**config.mk**
```make
export PLATFORM = sky130hd
export DESIGN_NAME = tile_load_ctrl
export DESIGN_NICKNAME = d
export VERILOG_FILES = /design/src/rtl/tile_load_pkg.sv /design/src/rtl/load_addr_gen.sv /design/src/rtl/tile_load_ctrl.sv
export SDC_FILE = /design/constraint.sdc
export NUM_CORES = 1
export LEC_CHECK = 0
export CAP_MARGIN = 20
export CORE_ASPECT_RATIO = 1.5
export CORE_MARGIN = 2
export CORE_UTILIZATION = 55
export CTS_BUF_LIST = sky130_fd_sc_hd__clkbuf_8 sky130_fd_sc_hd__clkbuf_16
export DETAILED_ROUTE_END_ITERATION = 10
export DONT_BUFFER_PORTS = 1
export PLACE_DENSITY_LB_ADDON = 0.1
export REMOVE_ABC_BUFFERS = 1
export SLEW_MARGIN = 20
export SYNTH_ARGS = -nofsm -noshare
export SYNTH_HDL_FRONTEND = slang
export SYNTH_SLANG_ARGS = --single-unit
```
**constraint.sdc**
```tcl
create_clock -name clk -period 2.5 [get_ports clk]
set_input_delay 0.5 -clock clk [delete_from_list [all_inputs] [get_ports clk]]
set_output_delay 0.5 -clock clk [all_outputs]
set_load 0.03 [all_outputs]
```
**src/rtl/tile_load_pkg.sv**
```systemverilog
// Shared tile geometry, derived index widths and the loader state encoding.
package tile_load_pkg;

    localparam int unsigned IO_DATA_WIDTH = 16;
    localparam int unsigned TILE_WIDTH    = 64;
    localparam int unsigned TILE_HEIGHT   = 128;
    localparam int unsigned TILE_CHANNELS = 2;
    localparam int unsigned KERNEL_WORDS  = 512;
    localparam int unsigned OVERLAP_WORDS = TILE_CHANNELS * TILE_HEIGHT;
    localparam int unsigned INPUT_WORDS   = TILE_CHANNELS * TILE_HEIGHT * TILE_WIDTH;

    localparam int unsigned X_W    = $clog2(TILE_WIDTH);
    localparam int unsigned Y_W    = $clog2(TILE_HEIGHT);
    localparam int unsigned CH_W   = $clog2(TILE_CHANNELS);
    localparam int unsigned IN_W   = CH_W + Y_W + X_W;
    localparam int unsigned K_W    = $clog2(KERNEL_WORDS);
    localparam int unsigned O_W    = $clog2(OVERLAP_WORDS);
    localparam int unsigned ROWS_W = Y_W + 1;

    // Address bit that steers a write into kernel memory instead of input memory.
    localparam int unsigned KSEL_BIT = IO_DATA_WIDTH - 1;

    function automatic int unsigned max_u(input int unsigned a, input int unsigned b);
        return (a > b) ? a : b;
    endfunction

    // One counter serves every phase, so it is sized for the largest one.
    localparam int unsigned CNT_W = max_u(IN_W, max_u(K_W, O_W));

    typedef enum logic [2:0] {
        IDLE    = 3'd0,
        KERNEL  = 3'd1,
        INPUT   = 3'd2,
        OVERLAP = 3'd3,
        READY   = 3'd4
    } state_e;

endpackage

```
**src/rtl/load_addr_gen.sv**
```systemverilog
// Phase counter for the tile loader: {ch, y, x} index, last-beat flags and zero-row decision.
module load_addr_gen
    import tile_load_pkg::*;
(
    input  logic              clk,
    input  logic              arst_n_in,
    input  logic              start_i,
    input  logic [ROWS_W-1:0] rows_i,
    input  logic              clr_i,
    input  logic              adv_i,
    output logic [CH_W-1:0]   ch_o,
    output logic [Y_W-1:0]    y_o,
    output logic [X_W-1:0]    x_o,
    output logic              last_kernel_o,
    output logic              last_input_o,
    output logic              last_overlap_o,
    output logic              zero_row_o
);

    logic [CNT_W-1:0]  cnt_q, cnt_d;
    logic [ROWS_W-1:0] rows_q, rows_d;
    logic [Y_W-1:0]    y_d;
    logic              last_kernel_q, last_kernel_d;
    logic              last_input_q, last_input_d;
    logic              last_overlap_q, last_overlap_d;
    logic              zero_row_q, zero_row_d;

    // Next count, clamped row limit, and flags precomputed so they are registered.
    always_comb begin
        cnt_d  = cnt_q;
        rows_d = rows_q;
        if (start_i) begin
            rows_d = (rows_i > ROWS_W'(TILE_HEIGHT)) ? ROWS_W'(TILE_HEIGHT) : rows_i;
        end
        if (clr_i) begin
            cnt_d = '0;
        end else if (adv_i) begin
            cnt_d = cnt_q + CNT_W'(1);
        end
        y_d            = cnt_d[X_W +: Y_W];
        last_kernel_d  = (cnt_d == CNT_W'(KERNEL_WORDS - 1));
        last_input_d   = (cnt_d == CNT_W'(INPUT_WORDS - 1));
        last_overlap_d = (cnt_d == CNT_W'(OVERLAP_WORDS - 1));
        zero_row_d     = (ROWS_W'(y_d) >= rows_d);
    end

    // Counter, row limit and flag registers.
    always_ff @(posedge clk or negedge arst_n_in) begin
        if (!arst_n_in) begin
            cnt_q          <= '0;
            rows_q         <= '0;
            last_kernel_q  <= 1'b0;
            last_input_q   <= 1'b0;
            last_overlap_q <= 1'b0;
            zero_row_q     <= 1'b0;
        end else begin
            cnt_q          <= cnt_d;
            rows_q         <= rows_d;
            last_kernel_q  <= last_kernel_d;
            last_input_q   <= last_input_d;
            last_overlap_q <= last_overlap_d;
            zero_row_q     <= zero_row_d;
        end
    end

    assign x_o            = cnt_q[X_W-1:0];
    assign y_o            = cnt_q[X_W +: Y_W];
    assign ch_o           = cnt_q[X_W+Y_W +: CH_W];
    assign last_kernel_o  = last_kernel_q;
    assign last_input_o   = last_input_q;
    assign last_overlap_o = last_overlap_q;
    assign zero_row_o     = zero_row_q;

endmodule

```
**src/rtl/tile_load_ctrl.sv**
```systemverilog
// Sequences one tile load (kernel, input, overlap) from a word stream into the chip memories.
module tile_load_ctrl
    import tile_load_pkg::*;
(
    input  logic                     clk,
    input  logic                     arst_n_in,
    input  logic                     start_load,
    input  logic                     load_kernel,
    input  logic                     load_overlap,
    input  logic [ROWS_W-1:0]        rows_valid,
    input  logic [IO_DATA_WIDTH-1:0] s_data,
    input  logic                     s_valid,
    output logic                     s_ready,
    output logic [IO_DATA_WIDTH-1:0] mem_addr,
    output logic [IO_DATA_WIDTH-1:0] mem_din,
    output logic                     int_mem_we,
    output logic                     overlap_cache_we,
    output logic                     b_zero,
    output logic                     data_ready,
    input  logic                     fsm_done,
    output logic                     busy,
    output logic [15:0]              tiles_done
);

    state_e                   state_q, state_d;
    logic                     lo_q, lo_d;
    logic [IO_DATA_WIDTH-1:0] addr_q, addr_d;
    logic [IO_DATA_WIDTH-1:0] din_q, din_d;
    logic                     int_we_q, int_we_d;
    logic                     ov_we_q, ov_we_d;
    logic                     bz_q, bz_d;
    logic                     dr_q, dr_d;
    logic                     busy_q, busy_d;
    logic [15:0]              tiles_q, tiles_d;

    logic                     start_c, clr_c, adv_c;
    logic [CH_W-1:0]          ch;
    logic [Y_W-1:0]           y;
    logic [X_W-1:0]           x;
    logic                     last_kernel, last_input, last_overlap, zero_row;
    logic [IO_DATA_WIDTH-1:0] cnt_addr;

    load_addr_gen u_addr_gen (
        .clk            (clk),
        .arst_n_in      (arst_n_in),
        .start_i        (start_c),
        .rows_i         (rows_valid),
        .clr_i          (clr_c),
        .adv_i          (adv_c),
        .ch_o           (ch),
        .y_o            (y),
        .x_o            (x),
        .last_kernel_o  (last_kernel),
        .last_input_o   (last_input),
        .last_overlap_o (last_overlap),
        .zero_row_o     (zero_row)
    );

    assign cnt_addr = IO_DATA_WIDTH'({ch, y, x});

    // Next state, stream acceptance and the write to be issued on the next cycle.
    always_comb begin
        state_d  = state_q;
        lo_d     = lo_q;
        addr_d   = addr_q;
        din_d    = din_q;
        int_we_d = 1'b0;
        ov_we_d  = 1'b0;
        bz_d     = 1'b0;
        tiles_d  = tiles_q;
        s_ready  = 1'b0;
        start_c  = 1'b0;
        clr_c    = 1'b0;
        adv_c    = 1'b0;

        case (state_q)
            IDLE: begin
                if (start_load) begin
                    start_c = 1'b1;
                    clr_c   = 1'b1;
                    lo_d    = load_overlap;
                    state_d = load_kernel ? KERNEL : INPUT;
                end
            end
            KERNEL: begin
                s_ready = 1'b1;
                if (s_valid) begin
                    adv_c            = 1'b1;
                    int_we_d         = 1'b1;
                    din_d            = s_data;
                    addr_d           = cnt_addr;
                    addr_d[KSEL_BIT] = 1'b1;
                    if (last_kernel) begin
                        clr_c   = 1'b1;
                        state_d = INPUT;
                    end
                end
            end
            INPUT: begin
                // Rows past rows_valid are filled locally without touching the stream.
                s_ready = ~zero_row;
                if (zero_row || s_valid) begin
                    adv_c    = 1'b1;
                    int_we_d = 1'b1;
                    bz_d     = zero_row;
                    din_d    = zero_row ? '0 : s_data;
                    addr_d   = cnt_addr;
                    if (last_input) begin
                        clr_c   = 1'b1;
                        state_d = lo_q ? OVERLAP : READY;
                    end
                end
            end
            OVERLAP: begin
                s_ready = 1'b1;
                if (s_valid) begin
                    adv_c   = 1'b1;
                    ov_we_d = 1'b1;
                    din_d   = s_data;
                    addr_d  = cnt_addr;
                    if (last_overlap) begin
                        clr_c   = 1'b1;
                        state_d = READY;
                    end
                end
            end
            READY: begin
                if (fsm_done) begin
                    state_d = IDLE;
                    tiles_d = tiles_q + 16'd1;
                end
            end
            default: state_d = IDLE;
        endcase

        // data_ready trails entry to READY by one cycle, i.e. follows the final write enable.
        dr_d   = (state_q == READY) && !fsm_done;
        busy_d = (state_d != IDLE);
    end

    // State and registered output stage.
    always_ff @(posedge clk or negedge arst_n_in) begin
        if (!arst_n_in) begin
            state_q  <= IDLE;
            lo_q     <= 1'b0;
            addr_q   <= '0;
            din_q    <= '0;
            int_we_q <= 1'b0;
            ov_we_q  <= 1'b0;
            bz_q     <= 1'b0;
            dr_q     <= 1'b0;
            busy_q   <= 1'b0;
            tiles_q  <= '0;
        end else begin
            state_q  <= state_d;
            lo_q     <= lo_d;
            addr_q   <= addr_d;
            din_q    <= din_d;
            int_we_q <= int_we_d;
            ov_we_q  <= ov_we_d;
            bz_q     <= bz_d;
            dr_q     <= dr_d;
            busy_q   <= busy_d;
            tiles_q  <= tiles_d;
        end
    end

    assign mem_addr         = addr_q;
    assign mem_din          = din_q;
    assign int_mem_we       = int_we_q;
    assign overlap_cache_we = ov_we_q;
    assign b_zero           = bz_q;
    assign data_ready       = dr_q;
    assign busy             = busy_q;
    assign tiles_done       = tiles_q;

endmodule

```
==> flow_summary.toml, run 1 <==
[run_status]
status = "finished, final reports clean"

[timing]
hold_violations = 0
setup_viol = 0
slew_violations = 0
fin_crit_sh_pct = 97.5
finalCriticalPeriod_ns = 2.44
tightest_slew_ns = 0.596
max-slew-margin-rel_pct = 60.3
clock_skew_ns = 0.00703
fmax_mhz = 410

[die]
start_util_pct = 56.7
die_h_um = 107
core_um2 = 6900
ios = 85
die_x_um = 72.8
num_rows = 37
dieArea_um2 = 7810

[routing]
drt_first_pass_iters = 4
vias_per_cell = 5.64
avgRoutedWirePerCell_um = 15.7
drtIter0Drc = 162
ant_nets = 0
drc = 0
num_vias = 2917
routed_wl_mm = 8.12

[layout]
fin_nets = 474
drive_gt1_share_pct = 15.5
area_growth_pct = 12.9
layout.cells.non_filler = 517
num_antenna_cells = 0

[setup_path]
start_kind = "flip-flop"
reg2reg_depth = 10
crit_fanout = 8
worst_r2r_startpoint = "state_q[1]"
end_kind = "flip-flop"
r2r_end = "u_addr_gen.last_input_o"
cp.required_ns = 2.76
cp.arrival_ns = 2.70
ff2ff_setup_slack_ns = 0.06
path_class = "reg2reg"

[clock_network]
cts_sinks = 82
clock_latency_ns = 0.35
tritoncts = "done"
cts_buffer_depth = 2
root_buffer = "clkbuf_8"
h-tree-depth = 3
clk_pin_slew_ns = 0.08
cts_buffers = 9

[yosys]
synth_edf_count = 0
avgSynthCellArea_um2 = 9.49
yosys.area.top_type = "dfrtp_1"
synth.yosys.warnings = 0
synth.most_common_cell = "nand2_1"
synth_flop_cell = "dfrtp_1"
synth_top_area_share_pct = 52.5
async_reset_ff_share_pct = 100
synthTopCellsByCount = "103 x nand2_1, 82 x dfrtp_1, 33 x nor2_1"
post_synth_inst_count = 412
synth_cell_types = 55
netlist_area_um2 = 3910
synth_area_leaders = "dfrtp_1 52%, nand2_1 9.9%, xnor2_1 3.6%"
synth-seq-cells = 82
seq_area_frac_synth_pct = 52.5

[placed_design]
dp_hpwl_mm = 5.70
place_inst = 495
io_buffers = 0
place_congestion = 0.850

[global_routing]
grt_max_degree = 83
antenna_found_initial = 0
grt_pass1_wl_mm = 12.9
grt_usage_pct = 21.6
grt_overflow = 0
first_global_vias = 2728

[power]
power.leakage_uw = 0.00225
swShare_pct = 40.8
seqPwrFrac_pct = 49.3
powerDensity_nw_per_um2 = 992
ir_drop_uv = 537
power.switching_uw = 1790
p_comb_share_pct = 31.6
p_int_uw = 2590
clock_power_share_pct = 19.1
p_total_uw = 4380

[job]
cap_violations = 0

[hold_path]
hold_class = "in2async"
[state kept, by name (all words and copies together), names as in the netlist, 3 cells and up]
name,flops
mem_addr,15
mem_din,16
state_q,3
tiles_done,16
u_addr_gen.cnt_q,14
u_addr_gen.rows_q,8
[per-layer routing]
| metal | wire [um] | global-route usage [%] |
|---|---|---|
| met1 | 3150 | 25.7 |
| met2 | 4390 | 36.3 |
| met3 | 414 | 4.96 |
| met4 | 160 | 10.2 |
| met5 | 0 | 0 |
[how the worst max path moves through the flow]
stage               startpoint                       to  slack, ns
floorplan           state_q[0]    u_addr_gen.zero_row_o      -0.73
global placement    state_q[1]    u_addr_gen.zero_row_o       0.05
detailed placement  state_q[1]    u_addr_gen.zero_row_o      -0.05
CTS                 state_q[0]    u_addr_gen.zero_row_o       0.01
global route        state_q[1]    u_addr_gen.zero_row_o      -0.03
finish              state_q[1]  u_addr_gen.last_input_o       0.06
[power by group through the flow]
stage          Sequential [uW]  Combinational (uW)  Clock (uW)
3_3_place_gp              2190                1180           0
5_1_grt                   2190                1560         922
6_report                  2160                1390         837
2_1_floorplan             2190                 777           0
4_1_cts                   2180                1250         866
3_5_place_dp              2200                1210           0
[critical path, stage by stage (launching register included)]
cell and delay [ns]:
dfrtp_2 0.41, buf_4 0.16, or3b_4 0.24, nor2_2 0.04, a31oi_2 0.17, nand2_1 0.10
buf_4 0.15, buf_4 0.14, buf_4 0.17, or4_1 0.53, a311oi_2 0.25
[cells in the final DEF (no fill, tap or decap), types with 2 or more instances in the layout]
cell type,n
a2111o_1,2
a21o_1,3
a21oi_1,7
a21oi_2,2
and3_1,9
buf_4,28
clkbuf_8,10
clkinv_2,5
dfrtp_1,81
ha_1,8
inv_1,12
mux2_2,2
nand2_1,103
nand2b_1,9
nand2b_4,2
nand3_1,24
nand3b_1,2
nand4_1,7
nor2_1,31
nor2_2,2
nor2b_1,5
nor3_1,3
nor4_1,3
o21a_1,6
o21ai_0,4
o21ai_1,2
xnor2_1,16
xor2_1,16
[what timing repair did]
item | in CTS | in global routing
gates resized for setup | 1 | 15
cloned | 0 | 0
hold buffers | 1 | 0
setup endpoints to repair | 1 | 1
buffers inserted | 0 | 5
pin swaps | 1 | 4
hold endpoints to repair | 82 | 0
[cells by family after synthesis]
family / Yosys count / synth area share [%]
compound gates: 40 / 7.87
xor+xnor: 32 / 7.17
fa+ha+maj: 9 / 2.88
buf+inv: 33 / 3.42
flops: 82 / 52.5
mux: 3 / 0.832
other cells: 1 / 0.0959
simple gates: 212 / 25.2
[through the flow]
step	util, %	cell area (um^2)	hold slack, ns	setup TNS (ns)	worst slack (ns)
CTS	62.5	4310	0.0542	0	0.0101
global placement	59.6	4110	0.206	0	0.0545
floorplan	-	3820	0.204	-1.15	-0.730
global route	64.0	4410	0.0695	-0.0581	-0.0291
detailed placement	59.6	4110	0.206	-0.0467	-0.0467
finish	64.0	4410	0.0501	0	0.0636
[cell type report]
type                            count  area [um^2]
Fill cell                         573         2480
Sequential cell                    82         2050
Multi-Input combinational cell    297         1790
Timing Repair Buffer               31          254
Clock buffer                       10          138
Tap cell                           78         97.6
Inverter                           13         48.8
Clock inverter                      6         32.5
Note: power is estimated with default switching activity, not from simulation.
==> run 2: changes to the inputs <==
--- a/config.mk
+++ b/config.mk
@@ -13,8 +13,10 @@
 export DETAILED_ROUTE_END_ITERATION = 10
 export DONT_BUFFER_PORTS = 1
 export PLACE_DENSITY_LB_ADDON = 0.1
+export RECOVER_POWER = 25
 export REMOVE_ABC_BUFFERS = 1
 export SLEW_MARGIN = 20
 export SYNTH_ARGS = -nofsm -noshare
 export SYNTH_HDL_FRONTEND = slang
 export SYNTH_SLANG_ARGS = --single-unit
+export TNS_END_PERCENT = 50
==> run 2 against run 1 <==
Against the previous run:
- via count increased by 0.55%
- worst hold slack improved by 0.18 ns
- clock skew decreased by 0.0021 ns
- combinational power about the same
- first-iteration DRC count increased by 5.6%
- the flow now finishes with violations (capacitance limit, slew limit)
- global-route usage unchanged
- total power increased by 0.11%
- wire length increased by 1.3%
- clock power about the same
==> flow_summary.toml, run 2 (same netlist as run 1, synthesis figures left out) <==
[setup_path]
crit_slowest_cell = "or4_1"
cp_common_cell = "buf_4"
start_kind = "flip-flop"
cp_num_cells = 10
crit_fanout = 8
cp.required_ns = 2.76
cp.arrival_ns = 2.69
worst_r2r_startpoint = "state_q[1]"
critPathBufInv = 4
crit_path_max_incr_delay_ns = 0.53
path_class = "reg2reg"
r2r_end = "u_addr_gen.last_input_o"
critPathTopFamily = "simple AND/OR/NAND/NOR gates"
crit_chain = "buf_4 -> or3b_4 -> nor2_2 -> a31oi_2 -> nand2_1 -> buf_4 -> buf_4 -> buf_4 -> or4_1 -> a311oi_2"
reg2reg_depth = 10
end_kind = "flip-flop"
ff2ff_setup_slack_ns = 0.07

[routing]
avgRoutedWirePerCell_um = 15.9
ant_nets = 0
routed_wl_mm = 8.22
drt_first_pass_iters = 5
vias_per_cell = 5.67
num_vias = 2933
drtIter0Drc = 171
drc = 0

[clock_network]
clock_latency_ns = 0.35
cts_buffer_depth = 2
root_buffer = "clkbuf_8"
tritoncts = "done"
cts_buffers = 9
cts_sinks = 82
h-tree-depth = 3
clk_pin_slew_ns = 0.08

[run_status]
violations = "capacitance limit, slew limit"
status = "complete, but fails checks"

[placed_design]
dp_hpwl_mm = 5.70
place_congestion = 0.850
io_buffers = 0
place_inst = 495
dp_slack_ns = -0.0467

[die]
die_h_um = 107
num_rows = 37
dieArea_um2 = 7810
ios = 85
core_um2 = 6900
die_x_um = 72.8
start_util_pct = 56.7

[layout]
fin_nets = 474
fill_cells = 576
drive_gt1_share_pct = 15.5
mostFrequentLayoutCell = "nand2_1"
num_antenna_cells = 0
layout.cells.non_filler = 517
layout_common_cells = "103 x nand2_1, 81 x dfrtp_1, 31 x nor2_1, 28 x buf_4, 24 x nand3_1"
area_growth_pct = 12.3

[hold_path]
hold_class = "in2reg"
hold_end = "data_ready"
whs_path_depth = 1
min_from = "fsm_done"

[timing]
hold_violations = 0
layout_setup_ws_ns = 0.0694
slew_violations = 83
finalCriticalPeriod_ns = 2.43
max-slew-margin-rel_pct = -30.7
whs_ns = 0.228
tightest_slew_ns = 1.96
fmax_mhz = 411
fin_crit_sh_pct = 97.2
setup_viol = 0
clock_skew_ns = 0.00488

[power]
power.leakage_uw = 0.00224
ir_drop_uv = 538
powerDensity_nw_per_um2 = 998

[global_routing]
first_global_vias = 2728
gr-usage-met2_pct = 36.3
grt_usage_pct = 21.6
grt_pass1_wl_mm = 12.9
grt-busiest-layer = "met2"
grt_max_degree = 83
met3_usage_pct = 4.96
met1_usage_pct = 25.7
antenna_found_initial = 0
grt_overflow = 0

[job]
cap_violations = 1
==> run 2: power breakdown <==
group	total, uW	internal (uW)	leakage, uW	switching [uW]
Combinational	1390	589	0.00106	796
Sequential	2160	1620	0.00109	536
Clock	840	379	0.0000916	461
Total	4380	2590	0.00224	1790
==> run 2: final cells by class <==
cell class / count / area (um^2) / share of cell area, %
clock buffer: 10 / 138 / 3.13
clock inverter: 6 / 32.5 / 0.741
inverter: 13 / 48.8 / 1.11
multi-input combinational: 297 / 1790 / 40.8
sequential: 82 / 2050 / 46.8
tap: 78 / 97.6 / 2.22
timing repair buffer: 31 / 231 / 5.27
==> run 2: worst reg2reg max path: stages, from the launching register on <==
cell      delay (ns)
dfrtp_2         0.41
buf_4           0.16
or3b_4          0.24
nor2_2          0.04
a31oi_2         0.17
nand2_1         0.10
buf_4           0.15
buf_4           0.14
buf_4           0.17
or4_1           0.53
a311oi_2        0.25
==> run 2: worst max-delay path by stage <==
stage / slack (ns) / startpoint / to
after CTS: 0.01 / state_q[0] / u_addr_gen.zero_row_o
after global placement: 0.05 / state_q[1] / u_addr_gen.zero_row_o
after detailed placement: -0.05 / state_q[1] / u_addr_gen.zero_row_o
after floorplan: -0.73 / state_q[0] / u_addr_gen.zero_row_o
final: 0.07 / state_q[1] / u_addr_gen.last_input_o
after global routing: -0.03 / state_q[1] / u_addr_gen.zero_row_o
==> run 2: what timing repair did <==
| action | in CTS | in global routing |
|---|---|---|
| pin swaps | 1 | 4 |
| setup endpoints to repair | 1 | 1 |
| hold buffers | 1 | 0 |
| cloned | 0 | 0 |
| resized for setup | 1 | 15 |
| buffers inserted | 0 | 5 |
| endpoints found under the hold margin | 82 | 0 |
==> run 2: metal layers <==
| layer | share of wire, % | routed length [um] | vias to the layer above |
|---|---|---|---|
| li1 | - | - | 1409 |
| met1 | 39 | 3240 | 1423 |
| met2 | 53 | 4350 | 85 |
| met3 | 5.4 | 443 | 16 |
| met4 | 2.3 | 187 | 0 |
| met5 | 0 | 0 | - |
==> run 2: per-stage QoR <==
step | TNS, ns | power [uW] | util [%] | area (um^2)
floorplan | -1.15 | 2960 | - | 3820
global placement | 0 | 3380 | 59.6 | 4110
detailed placement | -0.0467 | 3420 | 59.6 | 4110
CTS | 0 | 4300 | 62.5 | 4310
global route | -0.0581 | 4680 | 63.6 | 4390
finish | 0 | 4380 | 63.6 | 4390
